==> config.mk <==
export PLATFORM = sky130hd
export DESIGN_NAME = if_stage
export DESIGN_NICKNAME = d
export VERILOG_FILES = /design/src/rtl/if_stage.sv
export SDC_FILE = /design/constraint.sdc
export NUM_CORES = 1
export LEC_CHECK = 0
export BUFFER_PORTS_ARGS = -buffer_cell sky130_fd_sc_hd__buf_2
export CORE_ASPECT_RATIO = 0.9
export CORE_UTILIZATION = 34
export DETAILED_ROUTE_END_ITERATION = 8
export GPL_TIMING_DRIVEN = 0
export PLACE_DENSITY = 0.68
export SYNTH_ARGS = -nofsm -noshare
export SYNTH_HDL_FRONTEND = slang
export SYNTH_SLANG_ARGS = --single-unit
==> constraint.sdc <==
create_clock -name clk -period 2.3 [get_ports clk]
set_clock_uncertainty 0.1 [all_clocks]
set_input_delay 0 -clock clk [delete_from_list [all_inputs] [get_ports clk]]
set_output_delay 0 -clock clk [all_outputs]
set_load 0.1 [all_outputs]
==> src/rtl/if_stage.sv <==
// Instruction-fetch stage: owns the PC, drives the instruction ROM and
// registers the fetched word into the IF/ID pipeline register.
module if_stage #(
  parameter int                 ADDR_W   = 32,
  parameter logic [ADDR_W-1:0]  RESET_PC = '0,
  parameter logic [31:0]        NOP_INST = 32'h0000_0000
) (
  input  logic              clk,
  input  logic              rst,
  input  logic              stall_if,
  input  logic              stall_id,
  input  logic              branch_flag,
  input  logic [ADDR_W-1:0] branch_target,
  input  logic [31:0]       rom_inst,
  output logic              rom_ce,
  output logic [ADDR_W-1:0] rom_addr,
  output logic [ADDR_W-1:0] id_pc,
  output logic [31:0]       id_inst,
  output logic              id_valid,
  output logic [0:0]        dbg_state
);

  localparam logic [0:0] IDLE = 1'b0;
  localparam logic [0:0] RUN  = 1'b1;

  logic [0:0]        state;
  logic [ADDR_W-1:0] pc;
  logic              branch_pending;
  logic [ADDR_W-1:0] pending_target;
  logic [ADDR_W-1:0] target_aligned;
  logic [ADDR_W-1:0] next_pc;
  logic              fetch;

  assign target_aligned = {branch_target[ADDR_W-1:2], 2'b00};
  assign fetch          = (state == RUN) && !stall_if && !stall_id;

  assign rom_ce    = (state == RUN);
  assign rom_addr  = pc;
  assign dbg_state = state;

  // A live redirect beats an older pending one; otherwise fall through.
  always_comb begin
    next_pc = pc + ADDR_W'(4);
    if (branch_flag)
      next_pc = target_aligned;
    else if (branch_pending)
      next_pc = pending_target;
  end

  // id_valid qualifies id_pc/id_inst: 1 only when a real fetched word sits in ID.
  always_ff @(posedge clk or negedge rst) begin
    if (!rst) begin
      state          <= IDLE;
      pc             <= RESET_PC;
      id_pc          <= '0;
      id_inst        <= NOP_INST;
      id_valid       <= 1'b0;
      branch_pending <= 1'b0;
      pending_target <= '0;
    end else begin
      case (state)
        IDLE: begin
          state <= RUN;
          if (branch_flag) begin
            branch_pending <= 1'b1;
            pending_target <= target_aligned;
          end
        end
        default: begin
          if (fetch) begin
            id_pc          <= pc;
            id_inst        <= rom_inst;
            id_valid       <= 1'b1;
            pc             <= next_pc;
            branch_pending <= 1'b0;
          end else begin
            // PC is held: remember the redirect so the delay slot still issues first.
            if (branch_flag) begin
              branch_pending <= 1'b1;
              pending_target <= target_aligned;
            end
            if (!stall_id) begin
              id_pc    <= pc;
              id_inst  <= NOP_INST;
              id_valid <= 1'b0;
            end
          end
        end
      endcase
    end
  end

endmodule

Yosys cells after proc, flatten, opt, wreduce, memory -nomap -nowiden. Cells that the tools add are included.

Shifts and indexed selects: 0. Mux-type cells: 14. Multipliers: 0. Equal/unequal tests: 2. Order comparisons: 0. Add/sub/neg operators: 1. Bitwise gates (word level): 0. Div/mod/pow operators: 0. Reductions and logical operators: 6.

Operators with widths (count): $mux 32 (9); $add 32x3->32 const B (1); $mux 1 (5); $reduce_and 2->1 (2); $logic_and 1x1->1 (2); $logic_not 1->1 (2); $ne 2x1->1 const B (1); $ne 2x2->1 const B (1).

Memories kept: 0. Input bits: 69. Bits in writable memories: 0. Memory bits (read-only): 0. Output and inout bits: 99. Word-level logic and storage cells: 30. Bits in latches: 0. Register bits after elaboration: 131.

Depth between registers and ports, before layout.
Depth after elaboration: 5. Mapped depth: 7. Gate-level depth less buffers: 6.

Worst setup path before layout. Ideal clock, no wire load.

Kind: register to register. From: reg pc[10], in the netlist rom_addr[10]. To: reg pc[31], in the netlist rom_addr[31]. Arrival time: 2.668 ns. Setup time: 0.124 ns. Setup slack: -0.591 ns. Stages on the path, launching flop included: 8. Clock period less this slack: 2.891 ns. Path buffers: 2. Data required time: 2.076 ns. Path through: dfrtp_1 buf_2 nand4_2 or4_4 buf_6 nor4_4 o21ai_1 a211o_1.

Word-level cells in the longest chain between the ends: 3.

Ends and longest elaborated chain: start: declaration (line 27) `logic [ADDR_W-1:0] pc;`; start signal: assignment (line 74) `pc <= next_pc;`; $add 32x3->32 (line 43) `next_pc = pc + ADDR_W'(4);`; $mux 32 (line 46) `else if (branch_pending)`; $mux 32 (line 44) `if (branch_flag)`.

Every way passes these cells. A chain may end at the register's enable or synchronous reset.

Worst setup path after layout.
From: reg pc[10], in the netlist rom_addr[10]. To: reg pc[27], in the netlist rom_addr[27].

Same word-level chain as after synthesis.

==> reports/results.ini <==
[die]
die_y_um = 128
die-area_um2 = 18300
row_count = 45
core_area_um2 = 17100
start_util_pct = 35.3
io_pins = 168
die_x_um = 142

[synthesis]
seq_area_frac_synth_pct = 51.8
syn-instance-count = 592
synth_edf_count = 0
syn_avg_cell_area_um2 = 10.2
syn_area_um2 = 6040
yosys_warnings = 0
yosysUniqueCellTypes = 56
ys.flop_type = dfrtp_1
synth-async-reset-ratio_pct = 100
ys_seq_elements = 125

[placement]
place_hpwl_um = 12500
port_buffers = 160
pre_cts_ws_ns = -0.227
gp_congestion = 0.897

[critical_path]
rr_endpoint = rom_addr[27]
cp-start-kind = flop
crit_chain = buf_6 > nand4_4 > or4_4 > buf_6 > nor3_1 > nand3_1 > a31o_2
crit_type = flop to flop
critPathTopFamily = simple AND/OR/NAND/NOR gates
crit_top_cell = buf_6
r2r_start = rom_addr[10]
crit_arrival_ns = 2.40
rrSetupSlack_ns = 0.1
worst_setup_path_end_kind = flop
cp_data_required_time_ns = 2.50
slowest_delay_ns = 0.47
cp_max_fo = 10
cp.buffers_inverters = 2
cpMaxStageDelayCell = or4_4
r2r_cells = 7

[timing]
rsz0062_at_grt = false
tns_ns = 0
worst_slack_ns = 0.0973
worstMarginPinSlew_ns = 0.713
setup_viol = 0
finalCritPeriodShare_pct = 95.8
hold_violations = 0
drv_slew = 0
fin_crit_ns = 2.20
fmax_ghz = 0.454
slew_headroom_pct = 52.5

[route]
dr.pass1.iters = 5
drt_wl_total_um = 18600
drc = 0
via_per_inst = 5.12
drtIter0Drc = 343
wire_per_inst_um = 17.1
ant_nets = 0
vias = 5576

[clocking]
clockBufferDepth = 2
h-tree-depth = 4
clk_pin_slew_ns = 0.06
root_buffer = clkbuf_16
insertion_delay_ns = 0.42
cts_tree = done
cts_sinks = 125
cts_buffers = 17

[min_path]
hold_start = stall_id
hold_path_class = primary input to flop
holdPathStages = 4
hold_path_end = rom_addr[28]

[final_layout]
fin_nets = 911
fill_cells = 1637
syn_to_final_growth_pct = 42.4
layout_commonest_cell = buf_2
antennaDiodeCount = 0
drive_above_1_share_pct = 35.8
final_cell_mix = buf_2, dfrtp_1, nand2_1, dlygate4sd3_1, o21ai_0

[global_routing]
grt_max_degree = 66
antenna_found_initial = 0
grt_pass1_vias = 5251
grt_pass1_wl_um = 29000
grt_overflow = 0
grt_usage_pct = 21.0

[pwr]
p_per_area_nw_per_um2 = 1130
switching_share_pct = 46.3
combPwrFrac_pct = 39.5
power_switching_mw = 4.49
leakagePower_nw = 3.84
peakVddDrop_uv = 624
clkPwrFrac_pct = 29.7
seq_power_share_pct = 30.7
p_int_mw = 5.21

[job]
maxCapViolCount = 0

[status]
outcome = finished clean

==> worst register-to-register path, delay by kind of cell, from the launching register on <==
family | cells | cell delay [ns]
AOI/OAI and AO/OA | 1 | 0.27
DFF | 1 | 0.41
buffers and inverters | 2 | 0.30
and+or+nand+nor | 4 | 1.01
==> worst max path at each step <==
stage | from | endpoint | slack (ns) | cells after the start
5_1_grt | dbg_state | id_inst[25] | 0.002 | 6
3_3_place_gp | rst | dbg_state | -1.08 | 1
4_1_cts | rom_addr[2] | rom_addr[24] | 0.0001 | 6
6_report | rom_addr[10] | rom_addr[27] | 0.1 | 7
3_5_place_dp | rom_addr[4] | rom_addr[22] | -0.23 | 6
2_1_floorplan | rom_addr[7] | rom_addr[31] | -0.02 | 6
==> power by group through the flow <==
stage | clock network, mW | logic [mW] | registers (mW)
floorplan | 0 | 0.679 | 5.30
global placement | 0 | 3.69 | 2.98
detailed placement | 0 | 3.72 | 3.00
CTS | 2.94 | 3.81 | 2.96
global route | 3.04 | 3.99 | 3.03
finish | 2.88 | 3.83 | 2.98
==> per-layer routing <==
metal  global-route usage, %  share of wire (%)
met1                    28.1                 46
met2                    32.6                 45
met3                    5.73                7.1
met4                    7.78                2.1
met5                       0                  0
==> registers in the layout (all words and copies together) (netlist names) <==
name / count
branch_pending: 1
dbg_state: 1
id_inst: 32
id_pc: 30
id_valid: 1
pending_target: 30
rom_addr: 30
==> cell type report <==
class | count | area [um^2] | area share [%]
plain buffers | 44 | 210 | 2.44
clock buffers | 18 | 439 | 5.11
clock inverters | 14 | 194 | 2.26
inverters | 5 | 22.5 | 0.262
multi-input cells | 420 | 2760 | 32.0
flip-flops and latches | 125 | 3180 | 37.0
well taps | 235 | 294 | 3.42
repair buffers | 228 | 1500 | 17.4
==> through the flow <==
step                      cell area [um^2]  utilization (%)  hold WS, ns  std cells  power (mW)
after floorplan                       6110                -       -0.396        595        5.98
after global placement                7210             42.1        0.152        990        6.67
after detailed placement              7240             42.3      -0.0682        991        6.72
after CTS                             8530             49.8       0.0489       1087        9.72
after global routing                  8600             50.2       0.0340       1089        10.1
final                                 8600             50.2       0.0236       1089        9.70
==> cell families after synthesis <==
group                    count (synthesis)  share of synthesized area, %
AO/OA/AOI/OAI                          137                          13.5
flip-flops                             125                          51.8
other                                    2                         0.124
buffers and inverters                   50                          3.65
AND/OR/NAND/NOR                        197                          16.6
adder cells (fa/ha/maj)                  1                         0.207
multiplexers                            66                          12.1
XOR/XNOR                                14                          2.03
==> synth_stat cells, types with 4 or more instances <==
| cell type | count | share of area (%) |
|---|---|---|
| nor3_1 | 9 | 0.75 |
| mux2_2 | 57 | 11 |
| nor4_1 | 6 | 0.62 |
| o21ai_0 | 61 | 5.1 |
| nand2_1 | 75 | 4.7 |
| dfrtp_1 | 125 | 52 |
| a21oi_1 | 26 | 2.2 |
| and3_1 | 4 | 0.41 |
| nor2_1 | 26 | 1.6 |
| a211oi_1 | 4 | 0.50 |
| mux2i_1 | 9 | 1.5 |
| inv_1 | 4 | 0.25 |
| o211ai_1 | 11 | 1.4 |
| buf_4 | 5 | 0.62 |
| xor2_1 | 8 | 1.2 |
| xnor2_1 | 6 | 0.87 |
| o22ai_1 | 5 | 0.52 |
| clkbuf_1 | 31 | 1.9 |
| buf_2 | 5 | 0.41 |
| nand4_1 | 6 | 0.62 |
| o21a_1 | 6 | 0.75 |
| nand3_1 | 13 | 1.1 |
| nand2b_1 | 36 | 3.7 |
==> repair_timing <==
action                                  4_1_cts  5_1_grt
endpoints found under the hold margin       216        0
cloned                                        0        0
endpoints found under the setup margin       27       30
setup buffers                                 0        2
resized for setup                             2       19
pin swaps                                     0        1
hold buffers                                 65        0
No activity file was read; power rests on OpenSTA's default activity.
